### config.mk
export PLATFORM = sky130hd
export DESIGN_NAME = dly_tap_ctrl
export DESIGN_NICKNAME = d
export VERILOG_FILES = /design/src/rtl/dly_tap_ctrl.sv
export SDC_FILE = /design/constraint.sdc
export NUM_CORES = 1
export LEC_CHECK = 0
export ABC_AREA = 1
export BUFFER_PORTS_ARGS = -buffer_cell sky130_fd_sc_hd__buf_2
export CAP_MARGIN = 25
export CORE_MARGIN = 2
export CORE_UTILIZATION = 57
export DETAILED_ROUTE_END_ITERATION = 7
export PLACE_DENSITY_LB_ADDON = 0.1
export SLEW_MARGIN = 30
export SYNTH_ARGS = -nofsm -noshare
export SYNTH_HDL_FRONTEND = slang
export SYNTH_SLANG_ARGS = --single-unit
### constraint.sdc
create_clock -name CLK_IN -period 2.35 [get_ports CLK_IN]
set_clock_uncertainty 0.1 [all_clocks]
set_input_delay 0.235 -clock CLK_IN [delete_from_list [all_inputs] [get_ports CLK_IN]]
set_output_delay 0.235 -clock CLK_IN [all_outputs]
set_load 0.005 [all_outputs]
### src/rtl/dly_tap_ctrl.sv
// Tap-control sequencer for the input-delay primitive: optional DLY_LOAD, then
// single-tap DLY_ADJ steps toward the requested tap, verifying each step by read-back.
module dly_tap_ctrl #(
  parameter int unsigned PULSE_CYCLES  = 2,
  parameter int unsigned SETTLE_CYCLES = 2
) (
  input  logic       CLK_IN,
  input  logic       RST,
  input  logic       START,
  input  logic       LOAD_FIRST,
  input  logic [5:0] TARGET_TAP,
  input  logic [5:0] DLY_TAP_VALUE,
  output logic       DLY_LOAD,
  output logic       DLY_ADJ,
  output logic       DLY_INCDEC,
  output logic       BUSY,
  output logic       DONE,
  output logic       ERROR,
  output logic [5:0] STEP_COUNT
);

  if (PULSE_CYCLES < 1 || PULSE_CYCLES > 4) begin : g_bad_pulse
    $fatal(1, "%m: PULSE_CYCLES=%0d outside legal range 1..4", PULSE_CYCLES);
  end
  if (SETTLE_CYCLES < 2 || SETTLE_CYCLES > 15) begin : g_bad_settle
    $fatal(1, "%m: SETTLE_CYCLES=%0d outside legal range 2..15", SETTLE_CYCLES);
  end

  localparam logic [3:0] PULSE_LAST  = 4'(PULSE_CYCLES - 1);
  localparam logic [3:0] SETTLE_LAST = 4'(SETTLE_CYCLES - 1);

  typedef enum logic [2:0] {
    IDLE, LOAD_HI, LOAD_LO, CMP, ADJ_HI, ADJ_LO, CHECK
  } state_t;

  state_t     state;
  logic [5:0] target;
  logic [5:0] prev_tap;
  logic [3:0] cnt;
  logic       rdy;
  logic       step_ok;

  assign step_ok = DLY_INCDEC ? (DLY_TAP_VALUE == prev_tap + 6'd1)
                              : (DLY_TAP_VALUE == prev_tap - 6'd1);

  always_ff @(posedge CLK_IN or negedge RST) begin
    if (!RST) begin
      state      <= IDLE;
      target     <= '0;
      prev_tap   <= '0;
      cnt        <= '0;
      rdy        <= 1'b0;
      DLY_LOAD   <= 1'b0;
      DLY_ADJ    <= 1'b0;
      DLY_INCDEC <= 1'b0;
      BUSY       <= 1'b0;
      DONE       <= 1'b0;
      ERROR      <= 1'b0;
      STEP_COUNT <= '0;
    end else begin
      // rdy holds off acceptance for the first edge after reset release
      rdy   <= 1'b1;
      DONE  <= 1'b0;
      ERROR <= 1'b0;
      case (state)
        IDLE: begin
          if (START && rdy) begin
            target     <= TARGET_TAP;
            STEP_COUNT <= '0;
            BUSY       <= 1'b1;
            if (LOAD_FIRST) begin
              DLY_LOAD <= 1'b1;
              cnt      <= PULSE_LAST;
              state    <= LOAD_HI;
            end else begin
              state <= CMP;
            end
          end
        end
        LOAD_HI: begin
          if (cnt == '0) begin
            DLY_LOAD <= 1'b0;
            cnt      <= SETTLE_LAST;
            state    <= LOAD_LO;
          end else begin
            cnt <= cnt - 4'd1;
          end
        end
        LOAD_LO: begin
          if (cnt == '0) state <= CMP;
          else           cnt   <= cnt - 4'd1;
        end
        CMP: begin
          if (DLY_TAP_VALUE == target) begin
            DONE  <= 1'b1;
            BUSY  <= 1'b0;
            state <= IDLE;
          end else begin
            DLY_INCDEC <= (target > DLY_TAP_VALUE);
            prev_tap   <= DLY_TAP_VALUE;
            if (STEP_COUNT != 6'd63) STEP_COUNT <= STEP_COUNT + 6'd1;
            DLY_ADJ <= 1'b1;
            cnt     <= PULSE_LAST;
            state   <= ADJ_HI;
          end
        end
        ADJ_HI: begin
          if (cnt == '0) begin
            DLY_ADJ <= 1'b0;
            cnt     <= SETTLE_LAST;
            state   <= ADJ_LO;
          end else begin
            cnt <= cnt - 4'd1;
          end
        end
        ADJ_LO: begin
          if (cnt == '0) state <= CHECK;
          else           cnt   <= cnt - 4'd1;
        end
        CHECK: begin
          if (step_ok) begin
            state <= CMP;
          end else begin
            ERROR <= 1'b1;
            BUSY  <= 1'b0;
            state <= IDLE;
          end
        end
        default: state <= IDLE;
      endcase
    end
  end

endmodule

==> reports/results.tsv, run 1 <==
stage	metric	value	unit
hold_path	HP Class	in2reg	
floorplanning	starting density of the core	59.3	%
critical_path	Max stage delay on crit path	0.42	ns
job	max cap viols	0	
routing	final wirelength	3810	um
timing	Setup TNS	0	ns
timing	RSZ-0062 raised after global routing	false	
finish	Layout Nets	330	
power	leakage	0.00128	uW
critical_path	CP max FO	6	
critical_path	setup slack, reg-to-reg	0.39	ns
routing	router iterations before antenna repair	4	
yosys	Unique masters post-synth	26	
cts	Post-CTS Setup Bufs	0	
timing	period utilization	83.4	%
critical_path	cell repeated most along the worst path	nand2_1	
critical_path	r2r worst-path depth	13	
global_routing	first-pass GRT wire length	7020	um
timing	FMAX	0.510	GHz
power	PwrDens	1260	mW/mm^2
routing	wire length per cell	11.0	um
routing	Final ANT Viol Nets	0	
global_routing	initial antenna violation count	0	
yosys	yosys warns	0	
global_routing	gr usage total	22.6	%
yosys	syn_nets	291	
floorplanning	# rows	21	
timing	Period minus WS final	1.96	ns
yosys	share of the synthesized area in the top cell type	40.8	%
critical_path	critical-path cell list	inv_1 > ha_1 > inv_1 > nand2_1 > nand2_1 > inv_1 > nand2_1 > nand2_1 > nor2_1 > nand4_1 > nand2_1 > nand2_1 > nand2_1	
placement	DP HPWL	2880	um
critical_path	Crit Reg-Reg Startpoint	DLY_INCDEC	
yosys	top post-synthesis cells by area	dfrtp_1 41%, nand2_1 16%, ha_1 7.6%	
timing	fin. max-slew vios	0	
yosys	Post-Syn Area	0.00196	mm^2
global_routing	number of global-route vias before repair	1655	
cts	hold_buf cts	6	
cts	Num CTS Buffers	5	
critical_path	critical path startpoint	DLY_INCDEC	
timing	Final setup viols	0	
cts	Clock Latency Late Sink	0.34	ns
routing	DRT iter0 DRCs	70	
global_routing	grt total ovfl	0	
finish	Inserted Diodes	0	
finish	most common cell after layout, fill and taps aside	nand2_1	
timing	Hold WS	0.00944	ns
routing	via count	1694	
yosys	Avg Cell Area, Syn	7.49	um^2
critical_path	Critical Path Sink Type	flop	
status	outcome	finished clean	
finish	layout cells sized above 1	14.3	%
finish	Filler Cell Count	312	
critical_path	Crit Path Class	reg2reg	
yosys	post-synthesis register bit count	32	
yosys	Seq/Total Area, Yosys	40.8	%
critical_path	crit-path leading delay family	simple AND/OR/NAND/NOR gates	
critical_path	CP endpoint	state[1]	
cts	post-CTS sizing	0	
critical_path	Crit-path slowest cell	dfrtp_1	
cts	TritonCTS clock tree	done	
cts	root buffer cell	clkbuf_4	
critical_path	Crit path arrival time	2.14	ns
critical_path	Req. time, crit path	2.53	ns
cts	clock buffer depth	2	
routing	DR vias/cell	4.88	
global_routing	largest net degree at the start of global routing	33	
placement	RD Place Congestion	0.809	
floorplanning	Core ar.	0.00331	mm^2
cts	clk slew on worst S/H paths	0.09	ns
floorplanning	die width	62.7	um
cts	H-tree Lvls	2	
yosys	Synth Instances	262	
floorplanning	io pins	28	
timing	worst-margin pin slew	0.713	ns
timing	headroom to the max-slew limit	52.5	%
placement	IO buf count	27	
floorplanning	Die Y	62.7	um
critical_path	Worst Setup Start Kind	flop	
finish	area grow syn2layout	15.8	%
finish	commonest non-fill, non-tap cells in the layout	84 x nand2_1, 40 x inv_1, 32 x dfrtp_1, 27 x buf_2, 20 x nor2_1	
hold_path	hold path cells	3	
critical_path	reg2reg end	state[1]	
timing	Final Hold Fails	0	
power	Worst VDD drop	0.000521	V
yosys	post-synth top area cell	dfrtp_1	
routing	# DRC	0	
critical_path	Levels on crit path	13	
cts	clk sinks	32	
floorplanning	Die ar.	0.00393	mm^2
critical_path	worst path bufs/invs	3	
==> synthesized netlist by cell type, drive strengths merged <==
cell type and count:
xnor2 3, a21oi 9, conb 1, o31ai 2, inv 41, o221ai 1, xor2 4, nand2 88
nor2 21, ha 12, buf 1, nor3 1, fa 1, o21ai 20, nand3 17, nor3b 1
o211a 1, a31oi 3, nand4 3, dfrtp 32
==> routing by layer <==
metal / part of all wire, % / GRT usage, % / routed length (um) / vias up
met3: 3.6 / 5.05 / 137 / 5
met5: 0 / 0 / 0 / -
met4: 1.3 / 8.61 / 49 / 0
met1: 49 / 28.7 / 1850 / 749
li1: - / - / - / 909
met2: 47 / 37.8 / 1770 / 31
==> sequential cells by signal (all words and copies together) (netlist names) <==
signal / flops
DLY_LOAD: 1
ERROR: 1
prev_tap: 6
rdy: 1
STEP_COUNT: 6
BUSY: 1
DLY_ADJ: 1
DONE: 1
target: 6
state: 3
DLY_INCDEC: 1
cnt: 4
==> cell families after synthesis <==
logic type                 Yosys count  synth area share, %
AOI/OAI and AO/OA                   36                 10.3
xor gates and xnor gates             7                 3.12
adders and majority gates           13                 8.67
buffers and inverters               42                 8.22
DFF                                 32                 40.8
other                                1                0.191
and+or+nand+nor                    131                 28.7
==> how the worst min path moves through the flow <==
| stage | start | endpoint |
|---|---|---|
| finish | TARGET_TAP[4] | target[4] |
| global route | TARGET_TAP[4] | target[4] |
| CTS | TARGET_TAP[4] | target[4] |
| detailed placement | RST | prev_tap[3] |
| global placement | RST | prev_tap[3] |
| floorplan | RST | BUSY |
==> tightest hold or removal path, delay by kind of cell <==
family / cells / cell delay (ns)
simple gates: 2 / 0.09
buf+inv: 1 / 0.08
==> layout make-up <==
class / count / area [um^2] / share of cell area, %
timing repair buffer: 33 / 195 / 8.59
inverter: 41 / 154 / 6.77
clock buffer: 7 / 65.1 / 2.86
multi-input combinational: 188 / 1000 / 44.0
tap: 46 / 57.6 / 2.53
sequential: 32 / 801 / 35.2
==> report_power, final <==
group          leakage, uW  switching (uW)  internal, uW
clock            0.0000374             183           169
combinational     0.000844             980           603
sequential        0.000401             165           760
total              0.00128            1330          1530
==> stage by stage <==
stage | std cells | area [um^2] | total power (uW) | util [%] | worst slack (ns)
finish | 347 | 2270 | 2860 | 68.7 | 0.390
global route | 347 | 2270 | 3220 | 68.7 | 0.143
CTS | 347 | 2270 | 2880 | 68.7 | 0.390
detailed placement | 334 | 2150 | 2510 | 64.9 | 0.418
global placement | 334 | 2150 | 2480 | 64.9 | 0.431
floorplan | 262 | 1960 | 2150 | - | 0.592
(Power assumes the default switching activity.)
==> run 2: changes to the inputs <==
--- a/config.mk
+++ b/config.mk
@@ -5,11 +5,11 @@
 export SDC_FILE = /design/constraint.sdc
 export NUM_CORES = 1
 export LEC_CHECK = 0
-export ABC_AREA = 1
+export ABC_AREA = 0
 export BUFFER_PORTS_ARGS = -buffer_cell sky130_fd_sc_hd__buf_2
 export CAP_MARGIN = 25
 export CORE_MARGIN = 2
-export CORE_UTILIZATION = 57
+export CORE_UTILIZATION = 51
 export DETAILED_ROUTE_END_ITERATION = 7
 export PLACE_DENSITY_LB_ADDON = 0.1
 export SLEW_MARGIN = 30
==> constraint.sdc (replaced) <==
create_clock -name CLK_IN -period 1.7 [get_ports CLK_IN]
set_clock_uncertainty 0.1 [all_clocks]
set_input_delay 0.17 -clock CLK_IN [delete_from_list [all_inputs] [get_ports CLK_IN]]
set_output_delay 0.17 -clock CLK_IN [all_outputs]
set_load 0.005 [all_outputs]
==> reports/results.tsv, run 2 <==
stage	metric	value	unit	change
timing	FMAX	0.475	GHz	was 0.510 GHz
power	Worst VDD drop	0.000961	V	was 0.000521 V
yosys	syn_nets	223		was 291
power	Comb pwr share	63.0	%	was 55.3%
hold_path	end of the worst hold path	target[4]		unchanged
hold_path	hold path cells	2		was 3
routing	via count	1703		was 1,694
global_routing	first-pass GRT wire length	7480	um	was 7020 um
yosys	ys async rst share	100	%	unchanged
timing	RSZ-0062 raised after global routing	true		was false
routing	DRT iter0 DRCs	130		was 70
yosys	ys flop type	dfrtp_1		unchanged
critical_path	setup slack, reg-to-reg	-0.41	ns	was 0.39 ns
yosys	post-synthesis register bit count	32		unchanged
power	sw frac	39.3	%	was 46.4%
floorplanning	io pins	28		unchanged
cts	clk sinks	32		unchanged
global_routing	gr usage total	23.5	%	was 22.6%
job	max cap viols	0		unchanged
timing	period utilization	124	%	was 83.4%
critical_path	Req. time, crit path	1.83	ns	was 2.53 ns
yosys	top post-synthesis cells by area	dfrtp_1 42%, ha_1 7.9%, o21ai_0 4.5%		was dfrtp_1 41%, nand2_1 16%, ha_1 7.6%
critical_path	Crit Path Class	reg2reg		unchanged
placement	DP Worst Slack	-0.495	ns	was 0.418 ns
routing	Final ANT Viol Nets	0		unchanged
global_routing	number of global-route vias before repair	1683		was 1,655
critical_path	Worst Setup Start Kind	flop		unchanged
placement	Placed Cells	303		was 334
routing	router iterations before antenna repair	4		unchanged
hold_path	hold wc startpoint	TARGET_TAP[4]		unchanged
yosys	Seq/Total Area, Yosys	42.2	%	was 40.8%
yosys	post-synth top area cell	dfrtp_1		unchanged
timing	Period minus WS final	2.11	ns	was 1.96 ns
timing	Final WS setup	-0.405	ns	was 0.390 ns
yosys	share of the synthesized area in the top cell type	42.2	%	was 40.8%
placement	DP HPWL	3200	um	was 2880 um
power	PwrDens	1750	mW/mm^2	was 1260 mW/mm^2
floorplanning	Core ar.	0.00363	mm^2	was 0.00331 mm^2
critical_path	CP max FO	3		was 6
finish	Filler Cell Count	262		was 312
finish	most common cell after layout, fill and taps aside	buf_4		was nand2_1
cts	H-tree Lvls	2		unchanged
global_routing	largest net degree at the start of global routing	33		unchanged
routing	# DRC	0		unchanged
status	failing checks	negative setup slack		
cts	root buffer cell	clkbuf_8		was clkbuf_4
cts	Clock Latency Late Sink	0.28	ns	was 0.34 ns
power	power share of the clock group	11.2	%	was 12.3%
power	sequential share of power	25.8	%	was 32.3%
yosys	Unique masters post-synth	46		was 26
hold_path	HP Class	in2reg		unchanged
finish	commonest non-fill, non-tap cells in the layout	37 x buf_4, 32 x dfrtp_1, 27 x buf_2, 11 x nand2_1, 11 x nor2_1		was 84 x nand2_1, 40 x inv_1, 32 x dfrtp_1, 27 x buf_2, 20 x nor2_1
finish	Inserted Diodes	0		unchanged
routing	wire length per cell	14.5	um	was 11.0 um
power	switching power total	1900	uW	was 1330 uW
yosys	EDFF count, synth	0		unchanged
timing	Final setup viols	24		was 0
power	leakage	0.00130	uW	was 0.00128 uW
floorplanning	die width	65.0	um	was 62.7 um
finish	Final Non-Filler Cells	318		was 347
yosys	Avg Cell Area, Syn	9.79	um^2	was 7.49 um^2
finish	area grow syn2layout	46.3	%	was 15.8%
critical_path	critical path startpoint	DLY_INCDEC		unchanged
routing	DR vias/cell	5.36		was 4.88
cts	clk slew on worst S/H paths	0.06	ns	was 0.09 ns
cts	Num CTS Buffers	5		unchanged
finish	Layout Nets	299		was 330
status	outcome	finished with violations		was finished clean
critical_path	Crit path arrival time	2.23	ns	was 2.14 ns
floorplanning	Die ar.	0.00423	mm^2	was 0.00393 mm^2
timing	Hold WS	0.0177	ns	was 0.00944 ns
yosys	Synth Instances	194		was 262
routing	final wirelength	4610	um	was 3810 um
finish	Core Util, Final	76.5	%	was 68.7%
global_routing	initial antenna violation count	0		unchanged
yosys	synth cell count leaders	32 x dfrtp_1, 17 x nand2_1, 17 x o21ai_0, 14 x inv_1, 14 x nor2_1		was 84 x nand2_1, 40 x inv_1, 32 x dfrtp_1, 20 x nor2_1, 19 x o21ai_0
finish	final instance area	0.00278	mm^2	was 0.00227 mm^2
floorplanning	# rows	22		was 21
floorplanning	starting density of the core	52.3	%	was 59.3%
finish	layout cells sized above 1	48.5	%	was 14.3%
finish	Top Registers	STEP_COUNT: 6 flops, prev_tap: 6 flops, target: 6 flops		unchanged
critical_path	Crit Reg-Reg Startpoint	DLY_INCDEC		unchanged
floorplanning	Die Y	65.0	um	was 62.7 um
power	Internal	2950	uW	was 1530 uW
critical_path	reg2reg end	BUSY		was state[1]
yosys	most numerous cell in the Yosys netlist	dfrtp_1		was nand2_1
cts	clock buffer depth	2		unchanged
timing	fin. max-slew vios	0		unchanged
global_routing	grt total ovfl	0		unchanged
placement	IO buf count	27		unchanged
cts	TritonCTS clock tree	done		unchanged
placement	Placed Instance Area	0.00239	mm^2	was 0.00215 mm^2
placement	RD Place Congestion	0.881		was 0.809
critical_path	Critical Path Sink Type	flop		unchanged
critical_path	r2r worst-path depth	7		was 13
yosys	yosys warns	0		unchanged
yosys	Post-Syn Area	0.00190	mm^2	was 0.00196 mm^2
timing	Final Hold Fails	0		unchanged
==> run 2: through the flow <==
stage	power [uW]	TNS [ns]
2_1_floorplan	2900	-2.43
6_report	4850	-4.56
3_5_place_dp	3730	-5.47
4_1_cts	4640	-4.56
5_1_grt	5210	-6.52
3_3_place_gp	3610	-4.03
==> run 2: cells by family after synthesis <==
logic type               Yosys count  share of synthesized area, %
buffers and inverters             21                          6.13
AO/OA/AOI/OAI                     45                          15.2
AND/OR/NAND/NOR                   61                          16.7
XOR/XNOR                          13                          5.99
other                              1                         0.197
multiplexers                       7                          4.08
adder cells (fa/ha/maj)           14                          9.55
flip-flops                        32                          42.2
==> run 2: cell type report <==
| type | count | area, um^2 | share of cell area [%] |
|---|---|---|---|
| flip-flops and latches | 32 | 801 | 28.8 |
| clock inverters | 1 | 5.00 | 0.180 |
| clock buffers | 6 | 72.6 | 2.61 |
| well taps | 48 | 60.1 | 2.16 |
| repair buffers | 75 | 547 | 19.7 |
| multi-input cells | 141 | 1220 | 44.0 |
| inverters | 15 | 70.1 | 2.52 |
==> run 2: power by group through the flow <==
stage	logic, uW	registers [uW]	clock network (uW)
after floorplan	1690	1210	0
after global placement	2410	1200	0
after detailed placement	2520	1210	0
after CTS	2860	1220	554
after global routing	3340	1280	585
final	3060	1250	545
==> run 2: worst max-delay path, cell delays in order (launching register included) <==
cell and delay, ns:
dfrtp_1 0.42, fa_1 0.56, xor2_1 0.14, nand2_1 0.08, nor4_2 0.22, nand4b_1 0.20, nor3_2 0.19, o22a_1 0.15
==> run 2: timing repair <==
item / 4_1_cts / 5_1_grt
hold endpoints to repair: 33 / 0
buffers inserted: 4 / 2
hold buffers: 2 / 0
gates resized for setup: 36 / 21
setup endpoints to repair: 28 / 28
pin swaps: 15 / 9
==> run 2: worst max-delay path by stage <==
stage                          end  slack, ns  cells after the start
after detailed placement      BUSY      -0.49                      8
after CTS                     BUSY      -0.41                      7
final                         BUSY      -0.41                      7
after floorplan             cnt[3]      -0.38                      8
after global routing      state[1]      -0.55                      7
after global placement        BUSY      -0.36                      7
==> run 2: layer usage <==
metal	share of wire [%]	wire, um	track usage (%)
met1	44	2030	30.2
met2	50	2300	38.3
met3	3.9	178	5.03
met4	1.9	89	9.90
met5	0	0	0
